$ cat src/rtl/imem_responder.sv
// Instruction-fetch bus responder: decodes the fetch address, reads a synchronous
// word memory (1-cycle latency) and returns the word with a single-cycle ack.
module imem_responder #(
    parameter int          AW          = 12,
    parameter logic [31:0] BASE        = 32'h0000_0000,
    parameter int          WAIT_STATES = 0,
    parameter logic [31:0] ERR_WORD    = 32'h0000_0000
) (
    input  logic          clk_i,
    input  logic          rst_i,
    input  logic          bus_cyc,
    input  logic [31:0]   bus_adr,
    output logic          bus_ack,
    output logic [31:0]   bus_dat,
    output logic          bus_err,
    output logic          mem_rd,
    output logic [AW-1:0] mem_addr,
    input  logic [31:0]   mem_q
);

    typedef enum logic [2:0] {
        S_IDLE,
        S_READ,
        S_DATA,
        S_WAIT,
        S_ERR,
        S_ACK
    } state_t;

    localparam logic [3:0] WAIT_LOAD = (WAIT_STATES > 0) ? 4'(WAIT_STATES - 1) : 4'd0;

    state_t        state_reg, state_next;
    logic [3:0]    wait_cnt_reg, wait_cnt_next;
    logic [31:0]   data_reg, data_next;
    logic          err_reg, err_next;
    logic [AW-1:0] addr_next;
    logic          in_window;
    logic          unused_adr_bits;

    assign in_window       = (bus_adr[31:AW+2] == BASE[31:AW+2]);
    assign unused_adr_bits = ^bus_adr[1:0];

    always_comb begin
        state_next    = state_reg;
        wait_cnt_next = wait_cnt_reg;
        data_next     = data_reg;
        err_next      = err_reg;
        addr_next     = mem_addr;
        case (state_reg)
            S_IDLE: begin
                if (bus_cyc) begin
                    addr_next = bus_adr[AW+1:2];
                    err_next  = !in_window;
                    if (in_window) begin
                        state_next = S_READ;
                    end else begin
                        // Extra decode cycle keeps the error ack one cycle after sampling.
                        data_next  = ERR_WORD;
                        state_next = S_ERR;
                    end
                end
            end
            S_READ: begin
                state_next = bus_cyc ? S_DATA : S_IDLE;
            end
            S_DATA: begin
                if (!bus_cyc) begin
                    state_next = S_IDLE;
                end else begin
                    data_next = mem_q;
                    if (WAIT_STATES == 0) begin
                        state_next = S_ACK;
                    end else begin
                        wait_cnt_next = WAIT_LOAD;
                        state_next    = S_WAIT;
                    end
                end
            end
            S_WAIT: begin
                if (!bus_cyc) begin
                    state_next = S_IDLE;
                end else if (wait_cnt_reg == 4'd0) begin
                    state_next = S_ACK;
                end else begin
                    wait_cnt_next = wait_cnt_reg - 4'd1;
                end
            end
            S_ERR:   state_next = S_ACK;
            S_ACK:   state_next = S_IDLE;
            default: state_next = S_IDLE;
        endcase
    end

    // Outputs are registered from the next state so the ack lands in the S_ACK cycle.
    always_ff @(posedge clk_i or posedge rst_i) begin
        if (rst_i) begin
            state_reg    <= S_IDLE;
            wait_cnt_reg <= 4'd0;
            data_reg     <= 32'd0;
            err_reg      <= 1'b0;
            bus_ack      <= 1'b0;
            bus_err      <= 1'b0;
            bus_dat      <= 32'd0;
            mem_rd       <= 1'b0;
            mem_addr     <= '0;
        end else begin
            state_reg    <= state_next;
            wait_cnt_reg <= wait_cnt_next;
            data_reg     <= data_next;
            err_reg      <= err_next;
            bus_ack      <= (state_next == S_ACK);
            bus_err      <= (state_next == S_ACK) && err_next;
            mem_rd       <= (state_next == S_READ);
            mem_addr     <= addr_next;
            if (state_next == S_ACK) begin
                bus_dat <= data_next;
            end
        end
    end

endmodule
$ cat config.mk
export PLATFORM = sky130hd
export DESIGN_NAME = imem_responder
export DESIGN_NICKNAME = d
export VERILOG_FILES = /design/src/rtl/imem_responder.sv
export SDC_FILE = /design/constraint.sdc
export NUM_CORES = 1
export LEC_CHECK = 0
export ABC_AREA = 1
export BUFFER_PORTS_ARGS = -buffer_cell sky130_fd_sc_hd__buf_2
export CORE_MARGIN = 1.5
export CORE_UTILIZATION = 40
export DETAILED_ROUTE_END_ITERATION = 10
export SETUP_SLACK_MARGIN = 0.1
export SYNTH_ARGS = -nofsm -noshare
export SYNTH_HDL_FRONTEND = slang
export SYNTH_SLANG_ARGS = --single-unit
$ cat constraint.sdc
create_clock -name clk_i -period 3.52 [get_ports clk_i]
set_input_delay 0.352 -clock clk_i [delete_from_list [all_inputs] [get_ports clk_i]]
set_output_delay 0.352 -clock clk_i [all_outputs]
set_load 0.005 [all_outputs]
=== Yosys cells after proc, flatten, opt, wreduce, memory -nomap -nowiden ===
Cells that the tools add are included.
W data, S select, Z words.

* Register bits: 87
* Bits in latches: 0
* Bits in writable memories: 0
* ROM bits: 0
* Input bits: 67
* Output and inout port bits: 47
* Memories kept: 0

* Add/subtract/negate cells: 1
* $mul: 0
* Divide/modulo/power cells: 0
* Order comparisons: 0
* Equality and inequality tests: 6
* Shift-type cells: 0
* Mux-type cells: 13
* Bitwise logic cells: 1
* Reduce and logical (&&, ||, !) cells: 7

{| class="wikitable"
|+ Operator list
! kind !! count
|-
| $mux W32 || 3
|-
| $pmux W32 S2 || 1
|-
| $logic_not A18 Y1 || 1
|-
| $mux W3 || 5
|-
| $pmux W3 S5 || 1
|-
| $eq A3 B1 Y1 const B || 2
|-
| $eq A3 B2 Y1 const B || 2
|-
| $eq A3 B3 Y1 const B || 2
|-
| $logic_not A4 Y1 || 1
|-
| $sub A4 B1 Y4 const B || 1
|-
| $logic_not A3 Y1 || 1
|-
| $reduce_and A3 Y1 || 1
|-
| $mux W1 || 2
|-
| $mux W2 || 1
|-
| $reduce_and A2 Y1 || 1
|-
| $logic_and A1 B1 Y1 || 1
|-
| $logic_not A1 Y1 || 1
|-
| $not A1 Y1 || 1
|}

=== Depth between registers and ports, before layout ===
Gate-level depths: netlist (run 1).

* Word-level depth: 6
* Gate-level depth with buffers: 11
* Mapped depth without buffers: 10

=== Worst setup path after synthesis (run 1) ===
OpenSTA, ideal clock, no wires.

* Path type: register to register
* Start: reg wait_cnt_reg[0]
* End: reg bus_dat[0]
* Setup time: 0.065 ns
* Data arrival time: 1.342 ns
* Data required time: 3.455 ns
* Slack: 2.113 ns
* Cell stages (with the launch flop): 12
* Buffers on the path: 1
* Path through: dfrtp_1 > inv_1 > ha_1 > nand2_1 > nor2_1 > inv_1 > nor2_2 > nor2_4 > inv_2 > buf_6 > nand3_1 > nand2_1

* Word-level cells in the longest chain between the ends: 5

{| class="wikitable"
|+ RTL lines
! item !! RTL line !! source
|-
| start, declared || 33 || <nowiki>logic [3:0] wait_cnt_reg, wait_cnt_next;</nowiki>
|-
| start signal, assigned || 108 || <nowiki>wait_cnt_reg <= wait_cnt_next;</nowiki>
|-
| $logic_not A4 Y1 || 82 || <nowiki>end else if (wait_cnt_reg == 4'd0) begin</nowiki>
|-
| $mux W3 || 82 ||
|-
| $mux W3 || 80 || <nowiki>if (!bus_cyc) begin</nowiki>
|-
| $pmux W3 S5 || 49 || <nowiki>case (state_reg)</nowiki>
|-
| $eq A3 B3 Y1 || 115 || <nowiki>if (state_next == S_ACK) begin</nowiki>
|-
| end signal, assigned || 116 || <nowiki>bus_dat <= data_next;</nowiki>
|-
| end, declared || 14 || <nowiki>output logic [31:0] bus_dat,</nowiki>
|}

No other way between the ends.
A chain may end at the register's enable or synchronous reset.

=== Worst setup path after layout (run 1) ===
* Start: reg state_reg[1]
* End: reg bus_dat[1]

* Word-level cells in the longest chain between the ends: 4

{| class="wikitable"
|+ RTL lines
! item !! RTL line !! source
|-
| start, declared || 32 || <nowiki>state_t state_reg, state_next;</nowiki>
|-
| start signal, assigned || 107 || <nowiki>state_reg <= state_next;</nowiki>
|-
| $mux W3 || 82 ||
|-
| $mux W3 || 80 ||
|-
| $pmux W3 S5 || 49 ||
|-
| $eq A3 B3 Y1 || 115 ||
|}

Several ways; a longest one is shown, not always the timed one.

==> flow_metrics.tcl, run 1 <==
set metrics [dict create \
    gp_congestion 0.7396 \
    path_class "register to register" \
    cts_buffers 9 \
    setup-violations-final 0 \
    grt_pass1_wl_um 14880 \
    io_buffers 111 \
    fin_ws_ns 1.179 \
    max-slew-margin-rel_pct 42.56 \
    final.setup.tns_ns 0 \
    p_per_area_mw_per_mm2 686.5 \
    place_inst 637 \
    slew_violations 0 \
    maxCapViolations 0 \
    p_clk_share_pct 21.4 \
    instances_no_fill 653 \
    r2r-end "bus_dat[1]" \
    ys_seq_area_share_pct 54.41 \
    end_kind "register" \
    wire_per_inst_um 13.94 \
    die_h_um 103.0 \
    synth_top_area_cell "dfrtp_1" \
    synth_seq_cells 87 \
    wirelength_um 9102 \
    cts.repair.resized 0 \
    leakage_nw 2.603 \
    overflow 0 \
    slowest_delay_ns 0.68 \
    clock_latency_ns 0.35 \
    hold_buffers 0 \
    cts_num_sinks 87 \
    ios 114 \
    fin_crit_ns 2.341 \
    worst_pin_slew_ns 0.8616 \
    yosys-top-cells-area "dfrtp_1 54%, nand2_1 9.8%, a31o_2 6.8%" \
    post_cts_buffers 0 \
    synth_edf_count 0 \
    antenna_cells 0 \
    grtUsageTotal_pct 18.04 \
    p_int_mw 2.120 \
    power_mw 3.320 \
    critical_path_required_ns 3.80 \
    place_ws_ns 1.154 \
    power_frac_comb_pct 36.6 \
    synth_flop_cell "dfrtp_1" \
    htreeDepth 3 \
    rsz0062_at_grt "no" \
    cts_tree "done" \
    antenna_found_initial 0 \
    path_max_fanout 36 \
    hold_viol_final 0 \
    cts_root_buffer "clkbuf_8" \
    yosys_warnings 0 \
    synth_cells 413 \
    async_reset_ff_share_pct 100.0 \
    cpLargestDelayFamily "buffers and inverters" \
    cts.path.max_buffers 2 \
    status "completed" \
    synth_top_area_share_pct 54.41 \
    viasPerCell 5.020 \
    drive_gt1_share_pct 36.73 \
    placementRows 36 \
    arrival_ns 2.62 \
    grt_pass1_vias 3132 \
    syn_area_mm2 0.004001 \
    clock_skew_ns 0.01261 \
    die_area_mm2 0.01061 \
    nets 583 \
    drc 0 \
    rr_worst_depth 7 \
    max_freq_mhz 427.1 \
    synth_cell_types 30 \
    final_util_pct 49.70 \
    p_switching_mw 1.200 \
    path_cells "buf_4 > nand3_2 > nor2_2 > nor2_4 > inv_2 > nand3_1 > nand2_1" \
    grt_max_degree 49 \
    switching_share_pct 36.15 \
    synthToLayoutAreaGrowth_pct 20.86 \
    syn_nets 481 \
    initial_core_util_pct 41.13 \
    period_share_pct 66.51 \
    firstDrtPassIters 4 \
    r2r_setup_slack_ns 1.18 \
    critPathBufInv 2 \
    worstReg2RegStart "state_reg[1]" \
    place_hpwl_um 5767 \
    clkTransAtPathRegs_ns 0.09 \
    slowest_stage "dfrtp_2" \
    vdd_drop_max_mv 0.3264 \
    design.core.area_mm2 0.009729 \
    p_seq_share_pct 42.0 \
    vias 3278 \
    drtIter0Drc 85 \
    start_kind "register" \
    min_path_type "input pin to asynchronous set/reset pin" \
    die_w_um 103.0 \
    ant_nets 0 \
    syn_area_per_cell_um2 9.688 \
]
[power by group through the flow]
stage / logic, mW / clock network, mW / registers (mW)
2_1_floorplan: 0.857 / 0 / 1.41
3_3_place_gp: 1.21 / 0 / 1.40
3_5_place_dp: 1.23 / 0 / 1.41
4_1_cts: 1.24 / 0.734 / 1.40
5_1_grt: 1.38 / 0.772 / 1.43
6_report: 1.22 / 0.709 / 1.39
[routing by layer]
metal,wire (um),global-route usage [%]
met5,0,0
met4,129,6.757
met3,405,3.729
met2,4216,29.91
met1,4351,23.32
[how the worst max path moves through the flow]
stage / from / end / slack, ns / cells after the start
after CTS: state_reg[1] / bus_dat[1] / 1.14 / 7
after global routing: state_reg[1] / bus_dat[1] / 0.94 / 7
after detailed placement: state_reg[1] / bus_dat[1] / 1.15 / 7
after floorplan: rst_i / bus_ack / 0.92 / 1
final: state_reg[1] / bus_dat[1] / 1.18 / 7
after global placement: state_reg[1] / bus_dat[1] / 1.19 / 7
[cells in the mapped netlist, types with 2 or more instances]
| master | count |
|---|---|
| nand2_2 | 4 |
| a31o_2 | 31 |
| nor2_4 | 2 |
| a21boi_1 | 31 |
| buf_2 | 12 |
| buf_6 | 4 |
| clkbuf_1 | 9 |
| nor2_1 | 15 |
| inv_2 | 5 |
| mux2_2 | 4 |
| inv_1 | 11 |
| o21ai_0 | 36 |
| mux2_4 | 8 |
| dfrtp_1 | 87 |
| nand3_1 | 35 |
| nand2_1 | 105 |
[worst reg2reg max path, stage by stage, from the launching register on]
cell and delay, ns:
dfrtp_2 0.68, buf_4 0.43, nand3_2 0.18, nor2_2 0.17, nor2_4 0.06, inv_2 0.47, nand3_1 0.20, nand2_1 0.09
[cell families after synthesis]
| kind of cell | share of synthesized area [%] |
|---|---|
| multiplexers | 4.128 |
| AO/OA/AOI/OAI | 17.57 |
| adder cells (fa/ha/maj) | 0.3126 |
| flip-flops | 54.41 |
| buffers and inverters | 5.160 |
| XOR/XNOR | 0.4379 |
| AND/OR/NAND/NOR | 17.98 |
[placed cells by master (no fill, tap or decap), drive strengths merged]
master / synthesis / routed
and2: 1 / 1
a211oi: 1 / 1
a21oi: 1 / 1
ha: 1 / 1
buf: 17 / 117
nand4: 1 / 1
xnor2: 1 / 1
nor3: 1 / 1
o21ai: 36 / 36
nor2: 18 / 18
clkinv: 0 / 5
dfrtp: 87 / 87
nand3: 36 / 36
a31oi: 1 / 1
clkbuf: 9 / 11
a21boi: 31 / 31
or2: 2 / 2
bufinv: 0 / 1
mux2: 12 / 12
xor2: 1 / 1
nand2: 109 / 109
inv: 16 / 15
a31o: 31 / 31
[layout make-up]
cell class | instances | area (um^2)
fill | 965 | 4893
sequential | 87 | 2178
multi-input combinational | 284 | 1618
timing repair buffer | 117 | 613.1
tap | 133 | 166.4
clock buffer | 11 | 141.4
inverter | 16 | 61.31
clock inverter | 5 | 57.56
[through the flow]
step / cell area (um^2) / hold WS, ns
after floorplan: 4001 / 0.4416
after CTS: 4836 / 0.1739
after detailed placement: 4637 / 0.4604
after global routing: 4836 / 0.1943
after global placement: 4637 / 0.4566
final: 4836 / 0.1318
(Power assumes the default switching activity.)
==> inputs of run 2 (changes only) <==
PLACE_DENSITY = 0.67   (was default)
clock period = 2.15 ns   (was 3.52 ns; I/O delays follow)
==> flow_metrics.tcl, run 2 (synthesis gave the netlist of run 1 again) <==
set metrics [dict create \
    status "complete, but fails checks" \
    violations "hold timing" \
    cts.repair.resized 0 \
    cts_tree "done" \
    path_cells "inv_2 > nand2_2 > nor2_4 > buf_4 > nand2_2 > nor2_1 > or2_2" \
    path_class "register to register" \
    arrival_ns 2.08 \
    cts_buffers 9 \
    drive_gt1_share_pct 37.09 \
    fin_crit_ns 1.795 \
    power_frac_comb_pct 36.5 \
    cpLargestDelayFamily "simple AND/OR/NAND/NOR gates" \
    cts_num_sinks 87 \
    overflow 0 \
    fin_hold_ws_ns -0.002279 \
    htreeDepth 3 \
    p_switching_mw 1.940 \
    grt_pass1_wl_um 15050 \
    slowest_stage "dfrtp_1" \
    wirelength_um 9098 \
    final_common_cell "buf_2" \
    max_freq_mhz 557.1 \
    most-common-layout-cells "111 x buf_2, 105 x nand2_1, 86 x dfrtp_1" \
    cp_common_cell "nand2_2" \
    hold_viol_final 4 \
    clock_latency_ns 0.35 \
    grt_max_degree 88 \
    firstDrtPassIters 4 \
    critPathBufInv 2 \
    ios 114 \
    drc 0 \
    grt_pass1_vias 3264 \
    p_seq_share_pct 40.0 \
    period_share_pct 83.50 \
    post_cts_buffers 0 \
    viasPerCell 5.006 \
    die_h_um 103.0 \
    p_clk_share_pct 23.5 \
    cts.path.max_buffers 2 \
    start_kind "register" \
    leakage_nw 2.636 \
    nets 587 \
    worst_pin_slew_ns 0.4696 \
    maxCapViolations 0 \
    slew_violations 0 \
    die_area_mm2 0.01061 \
    final.setup.tns_ns 0 \
    antenna_found_initial 0 \
    vias 3284 \
    worstReg2RegStart "state_reg[2]" \
    place_hpwl_um 5837 \
    gp_congestion 0.7346 \
    design.core.area_mm2 0.009729 \
    placementRows 36 \
    max-slew-margin-rel_pct 68.69 \
    antenna_cells 0 \
    min_path_type "input pin to asynchronous set/reset pin" \
    die_w_um 103.0 \
    end_kind "register" \
    ant_nets 0 \
    clkTransAtPathRegs_ns 0.09 \
    path_max_fanout 19 \
    cts_root_buffer "clkbuf_8" \
    p_int_mw 3.735 \
    switching_share_pct 34.18 \
    p_per_area_mw_per_mm2 1154 \
    synthToLayoutAreaGrowth_pct 22.89 \
    startpoint "state_reg[2]" \
    io_buffers 111 \
    drtIter0Drc 120 \
    critical_path_required_ns 2.43 \
    rsz0062_at_grt "no" \
    setup-violations-final 0 \
    grtUsageTotal_pct 18.17 \
    initial_core_util_pct 41.13 \
    wire_per_inst_um 13.87 \
    clock_skew_ns 0.01287 \
    slowest_delay_ns 0.39 \
    vdd_drop_max_mv 0.5374 \
    hold_buffers 0 \
]
[run 2: final timing paths]
check	endpoint	slack [ns]	cells after the start
worst min-delay path	bus_dat[27]	-0.002	3
worst max-delay path	state_reg[0]	0.35	7
worst min register to register	wait_cnt_reg[0]	0.47	1
min in group clk_i	mem_addr[10]	0.11	2
max in group asynchronous	state_reg[1]	1.79	3
worst max register to register	state_reg[0]	0.35	7
[run 2: worst register-to-register path, delay by kind of cell, from the launching register on]
kind / cells / cell delay [ns]
flip-flops: 1 / 0.39
AND/OR/NAND/NOR: 5 / 0.98
buffers and inverters: 2 / 0.36
[run 2: metrics by stage]
stage	cell area, um^2	std cells	setup slack [ns]	power (mW)	util (%)
final	4917	656	0.3548	5.675	50.54
after global routing	4917	656	0.1833	6.128	50.54
after CTS	4917	656	0.3285	5.760	50.54
after detailed placement	4682	641	0.3550	4.389	48.12
after global placement	4682	641	0.4266	4.325	48.12
after floorplan	4005	413	0.7430	3.708	-
[run 2: layout make-up]
class / count / area (um^2)
sequential: 87 / 2178
timing repair buffer: 121 / 655.6
fill: 967 / 4812
clock inverter: 5 / 107.6
clock buffer: 10 / 127.6
inverter: 16 / 63.81
tap: 133 / 166.4
multi-input combinational: 284 / 1618
[run 2: power by group through the flow]
stage                     sequential (mW)  combinational, mW  clock [mW]
after CTS                            2.27               2.10        1.39
after global routing                 2.33               2.35        1.45
after global placement               2.28               2.04           0
final                                2.27               2.07        1.33
after detailed placement             2.30               2.09           0
after floorplan                      2.30               1.40           0
[run 2: routing by layer]
| metal | part of all wire [%] | vias up | global-route usage, % |
|---|---|---|---|
| met5 | 0 | - | 0 |
| met1 | 47 | 1585 | 22.96 |
| li1 | - | 1613 | - |
| met2 | 48 | 76 | 31.28 |
| met4 | 1.2 | 0 | 7.069 |
| met3 | 3.8 | 10 | 2.847 |
